File: config.mk
export PLATFORM = sky130hd
export DESIGN_NAME = snoop_capture
export DESIGN_NICKNAME = d
export VERILOG_FILES = /design/src/rtl/snoop_capture.sv
export SDC_FILE = /design/constraint.sdc
export NUM_CORES = 1
export LEC_CHECK = 0
export ABC_AREA = 1
export BUFFER_PORTS_ARGS = -buffer_cell sky130_fd_sc_hd__clkbuf_2
export CORE_MARGIN = 2
export CORE_UTILIZATION = 35
export CTS_BUF_LIST = sky130_fd_sc_hd__clkbuf_16
export CTS_CLUSTER_SIZE = 20
export DETAILED_ROUTE_END_ITERATION = 16
export PLACE_DENSITY_LB_ADDON = 0.05
export SLEW_MARGIN = 20
export SYNTH_ARGS = -nofsm -noshare
export SYNTH_HDL_FRONTEND = slang
export SYNTH_SLANG_ARGS = --single-unit
File: constraint.sdc
create_clock -name clk -period 3.1 [get_ports clk]
set_input_delay 0.31 -clock clk [delete_from_list [all_inputs] [get_ports clk]]
set_output_delay 0.31 -clock clk [all_outputs]
set_load 0.02 [all_outputs]
File: src/rtl/snoop_capture.sv
// snoop_capture: passive AXI-Stream snooper that turns each accepted packet
// into sequential packet-memory word writes, then raises done until ack.
// Ports:
//   clk, rst                 clock, asynchronous active-high reset
//   sn_TDATA/TKEEP/TVALID/
//   sn_TREADY/TLAST          snooped stream (all inputs; TREADY never driven)
//   addr, wr_data, wr_en,
//   byte_inc                 registered packet-memory write port
//   done / ack               end-of-packet handshake with the arbiter
//   rdy                      arbiter has a free buffer (sampled at packet start)
module snoop_capture #(
  parameter int SN_ADDR_WIDTH = 8,
  parameter int DATA_WIDTH    = 64,
  parameter int INC_WIDTH     = 8
) (
  input  logic                     clk,
  input  logic                     rst,
  input  logic [DATA_WIDTH-1:0]    sn_TDATA,
  input  logic [DATA_WIDTH/8-1:0]  sn_TKEEP,
  input  logic                     sn_TVALID,
  input  logic                     sn_TREADY,
  input  logic                     sn_TLAST,
  output logic [SN_ADDR_WIDTH-1:0] addr,
  output logic [DATA_WIDTH-1:0]    wr_data,
  output logic                     wr_en,
  output logic [INC_WIDTH-1:0]     byte_inc,
  output logic                     done,
  input  logic                     ack,
  input  logic                     rdy
);

  localparam int KEEP_W = DATA_WIDTH / 8;

  typedef enum logic [1:0] {IDLE, RECV, WAIT_ACK, DROP} state_t;

  state_t                   state_q, state_d;
  logic                     sof_q, sof_d;
  logic                     full_q, full_d;
  logic                     drop_pend_q, drop_pend_d;
  logic [SN_ADDR_WIDTH-1:0] addr_q, addr_d;
  logic [DATA_WIDTH-1:0]    wr_data_q, wr_data_d;
  logic                     wr_en_q, wr_en_d;
  logic [INC_WIDTH-1:0]     byte_inc_q, byte_inc_d;
  logic                     done_q, done_d;

  logic                     beat;
  logic                     store;
  logic [SN_ADDR_WIDTH-1:0] store_addr;
  logic [INC_WIDTH-1:0]     keep_cnt;

  assign beat = sn_TVALID && sn_TREADY;

  always_comb begin
    keep_cnt = '0;
    for (int unsigned i = 0; i < KEEP_W; i++) begin
      keep_cnt = keep_cnt + INC_WIDTH'(sn_TKEEP[i]);
    end
  end

  always_comb begin
    state_d     = state_q;
    sof_d       = beat ? sn_TLAST : sof_q;
    full_d      = full_q;
    drop_pend_d = drop_pend_q;
    store       = 1'b0;
    store_addr  = addr_q;

    case (state_q)
      IDLE: begin
        if (beat && sof_q) begin
          if (rdy) begin
            store      = 1'b1;
            store_addr = '0;
            full_d     = 1'b0;
            state_d    = sn_TLAST ? WAIT_ACK : RECV;
          end else begin
            state_d    = sn_TLAST ? IDLE : DROP;
          end
        end
      end
      RECV: begin
        if (beat) begin
          // Once the top word is written the buffer is full; later beats
          // (including TLAST) are discarded but the packet still completes.
          if (!full_q) begin
            store      = 1'b1;
            store_addr = addr_q + SN_ADDR_WIDTH'(1);
            full_d     = &store_addr;
          end
          if (sn_TLAST) state_d = WAIT_ACK;
        end
      end
      WAIT_ACK: begin
        // A packet starting here is dropped; remember whether it is still
        // open when ack arrives so its tail is swallowed in DROP.
        if (beat) drop_pend_d = !sn_TLAST;
        if (ack) begin
          state_d     = drop_pend_d ? DROP : IDLE;
          drop_pend_d = 1'b0;
        end
      end
      DROP: begin
        if (beat && sn_TLAST) state_d = IDLE;
      end
      default: state_d = IDLE;
    endcase

    wr_en_d    = store;
    addr_d     = store ? store_addr : addr_q;
    wr_data_d  = store ? sn_TDATA   : wr_data_q;
    byte_inc_d = store ? keep_cnt   : byte_inc_q;
    done_d     = (state_d == WAIT_ACK);
  end

  always_ff @(posedge clk or posedge rst) begin
    if (rst) begin
      state_q     <= IDLE;
      sof_q       <= 1'b1;
      full_q      <= 1'b0;
      drop_pend_q <= 1'b0;
      addr_q      <= '0;
      wr_data_q   <= '0;
      wr_en_q     <= 1'b0;
      byte_inc_q  <= '0;
      done_q      <= 1'b0;
    end else begin
      state_q     <= state_d;
      sof_q       <= sof_d;
      full_q      <= full_d;
      drop_pend_q <= drop_pend_d;
      addr_q      <= addr_d;
      wr_data_q   <= wr_data_d;
      wr_en_q     <= wr_en_d;
      byte_inc_q  <= byte_inc_d;
      done_q      <= done_d;
    end
  end

  assign addr     = addr_q;
  assign wr_data  = wr_data_q;
  assign wr_en    = wr_en_q;
  assign byte_inc = byte_inc_q;
  assign done     = done_q;

endmodule

==> summary.txt <==
Timing
  – Max Clock Freq: 0.384 GHz
  – Fin crit period: ~2.6 ns
  – Slew headroom: about half
  – RSZ-0062 raised after global routing: no
  – Period utilization: 84.1%
  – Slew @ Worst Pin: between 0.7 and 0.8 ns
  – Final hold vios: 0
  – Setup_tns: 0 ns
  – Clock Skews: between 0.003 and 0.004 ns
  – Max Slew Vio Count: 0
  – Final setup violation count: 0
  – Final setup margin: 0.494 ns

Status
  – Outcome: complete, no violations

Global route
  – Largest net degree at the start of global routing: between 70 and 80
  – Initial antenna violation count: 0
  – GRT Total Usage: about 16%
  – Grt ovf: 0
  – First-pass GRT wire length: between 10,000 and 15,000 um
  – Number of global-route vias before repair: about 3,000

Placement
  – Port bufs: between 150 and 200
  – Dpl ws: ~0.14 ns
  – Hpwl dp: 6050 um
  – Placer Congestion: about 0.75

Job
  – Max-cap violations: 0

CTS
  – Clk Latency, worst-skew pair: about 0.33 ns
  – Post CTS Setup Buffer Count: 0
  – Clk buf depth: 2
  – Number of buffers created by CTS: 9
  – Clock Sink Count: between 80 and 90
  – CTS tree: yes
  – Worst-path clk slew: ~0.060 ns
  – H-tree Lvls: 3
  – Post_cts resized: 0
  – Root Driver: clkbuf_16
  – Cts hold-fix bufs: 0

Critical path
  – Setup crit start kind: input pin
  – R2r setup slk: 1.19 ns
  – Worst setup path class: input pin to register
  – Worst path most repeated cell: fa_1
  – Reg2reg path depth: 9
  – Worst R2R End: addr[5]
  – CP delay by family, top: adder cells
  – Slowest-stage cell, CP: fa_1
  – CP arrival: roughly 2.9 ns
  – Setup crit end kind: register
  – Crit-path max FO: 2
  – CP bufs+invs: 4
  – Crit path cell chain: clkbuf_2 -> inv_1 -> fa_1 -> fa_1 -> fa_1 -> inv_1 -> ha_1 -> inv_1 -> fa_1 -> xor2_1 -> o21ai_0
  – CP required: 3.34 ns
  – Reg-to-reg startpoint: state_q[0]
  – Slowest stage delay, CP: around 0.55 ns

Drt
  – Post-route ant nets: 0
  – Remaining DRCs: 0
  – First drt pass iteration count: 4
  – Wirelength, routed: between 8000 and 9000 um
  – Vias per cell: 4.30
  – Routed vias: 3,120
  – 1st-iter DRT viols: about 170
  – WL per Instance: between 10 and 15 um

Logic synthesis
  – Yosys Warn Count: 0
  – Mapped Cells: 430
  – Mapped Area: 0.00366 mm2
  – Sequential area share after synthesis: 56.8%
  – Synth cell types: 26
  – Yosys reg bits: 83
  – Syn Area/Cell: between 8 and 9 um2

Layout
  – Area grow syn2layout: 32.1%
  – Total Nets Final: 672
  – Commonest non-fill, non-tap cell in the layout: nand2_1
  – Fraction of layout cells with a size suffix above 1: a little under a third
  – Most frequent cells in the layout: nand2_1 (230), clkbuf_2 (156), dfrtp_1 (82), inv_1 (30)
  – Antenna cells: 0

Min path
  – HP Class: input pin to asynchronous set/reset pin

Floorplan
  – Site Rows: 37
  – Die area: 0.0113 mm2
  – Die Wd: approximately 110 um
  – Die height: between 100 and 150 um
  – Starting Density: between 30% and 40%
  – Boundary Pins: approximately 160
  – Core area: 0.0102 mm2

Power
  – Pleak: approximately 2.8 nW
  – Power Density: 1020 mW/mm2
  – Max VDD drop: between 0.0003 and 0.0004 V
-- logic make-up after synthesis --
kind of cell,after synthesis,synth area share (%)
simple gates,261,28.0
fa+ha+maj,9,3.90
flops,83,56.8
compound gates,21,3.11
other cells,1,0.103
xor+xnor,3,0.719
buf+inv,52,7.36
-- registers in the layout (all words and copies together) (netlist names) --
register and count:
wr_en 1, addr 8, drop_pend_q 1, byte_inc 4, full_q 1, state_q 2, sof_q 1, done 1
wr_data 64
-- layer usage --
layer	GRT usage, %	routed length, um	vias to the layer above	part of all wire, %
met5	0	0	-	0
met1	20.4	3940	1408	46
met3	4.05	547	12	6.3
li1	-	-	1600	-
met2	25.9	3980	100	46
met4	6.48	153	0	1.8
-- worst register-to-register path, stage by stage (launching register included) --
cell and delay, ns:
dfrtp_1 0.44, inv_2 0.08, nor2_4 0.15, inv_2 0.06, nor3_4 0.24, nor2_4 0.06
inv_2 0.19, buf_4 0.39, nand3_1 0.13, o21ai_0 0.09
-- synth_stat cells --
master    number  area [um2]
clkbuf_1       1        3.75
nand2_1      230         863
inv_2          3        11.3
nor3_4         1        16.3
o31ai_1        1        7.51
fa_1           4        80.1
nand3b_1       2        15.0
a31oi_1        1        6.26
ha_1           5        62.6
nor2_1        15        56.3
nor2_4         1        11.3
nor3_1         1        5.00
buf_2          8        40.0
nand3_1       10        50.1
buf_4          5        37.5
nor2_2         1        6.26
inv_1         29         109
dfrtp_1       82        2050
o21ai_0       15        75.1
xor2_1         3        26.3
o21bai_1       1        7.51
buf_6          6        67.6
conb_1         1        3.75
dfstp_2        1        26.3
a21oi_1        2        10.0
a21boi_0       1        7.51
-- report_power, final --
part | internal (mW) | switching [mW]
registers | 1.56 | 0.297
clock network | 0.696 | 0.419
logic | 0.651 | 1.32
total | 2.91 | 2.03
-- worst max path at each step --
stage / start / depth (start not counted) / slack [ns] / to
global route: sn_TKEEP[0] / 11 / 0.38 / byte_inc[2]
global placement: sn_TKEEP[0] / 11 / 0.27 / byte_inc[2]
CTS: sn_TKEEP[0] / 11 / 0.49 / byte_inc[2]
detailed placement: sn_TKEEP[0] / 11 / 0.14 / byte_inc[2]
floorplan: sn_TKEEP[0] / 10 / 0.41 / byte_inc[2]
finish: sn_TKEEP[0] / 11 / 0.49 / byte_inc[2]
-- area by class of cell --
cell class                 instances  area, um2
clock buffer                       9        225
clock inverter                     7       85.1
fill                            1054       5400
inverter                          32        121
multi-input combinational        298       1330
sequential                        83       2080
tap                              136        170
timing repair buffer             160        823
-- metrics by stage --
| stage | power [mW] | std cells | area (um2) | utilization [%] | hold WS (ns) |
|---|---|---|---|---|---|
| after floorplan | 3.17 | 433 | 3670 | - | 0.408 |
| after global placement | 3.84 | 709 | 4520 | 44.2 | 0.442 |
| after detailed placement | 3.87 | 709 | 4520 | 44.2 | 0.448 |
| after CTS | 5.02 | 725 | 4830 | 47.2 | 0.0853 |
| after global routing | 5.32 | 725 | 4830 | 47.2 | 0.116 |
| final | 4.94 | 725 | 4830 | 47.2 | 0.0519 |
(Power assumes the default switching activity.)
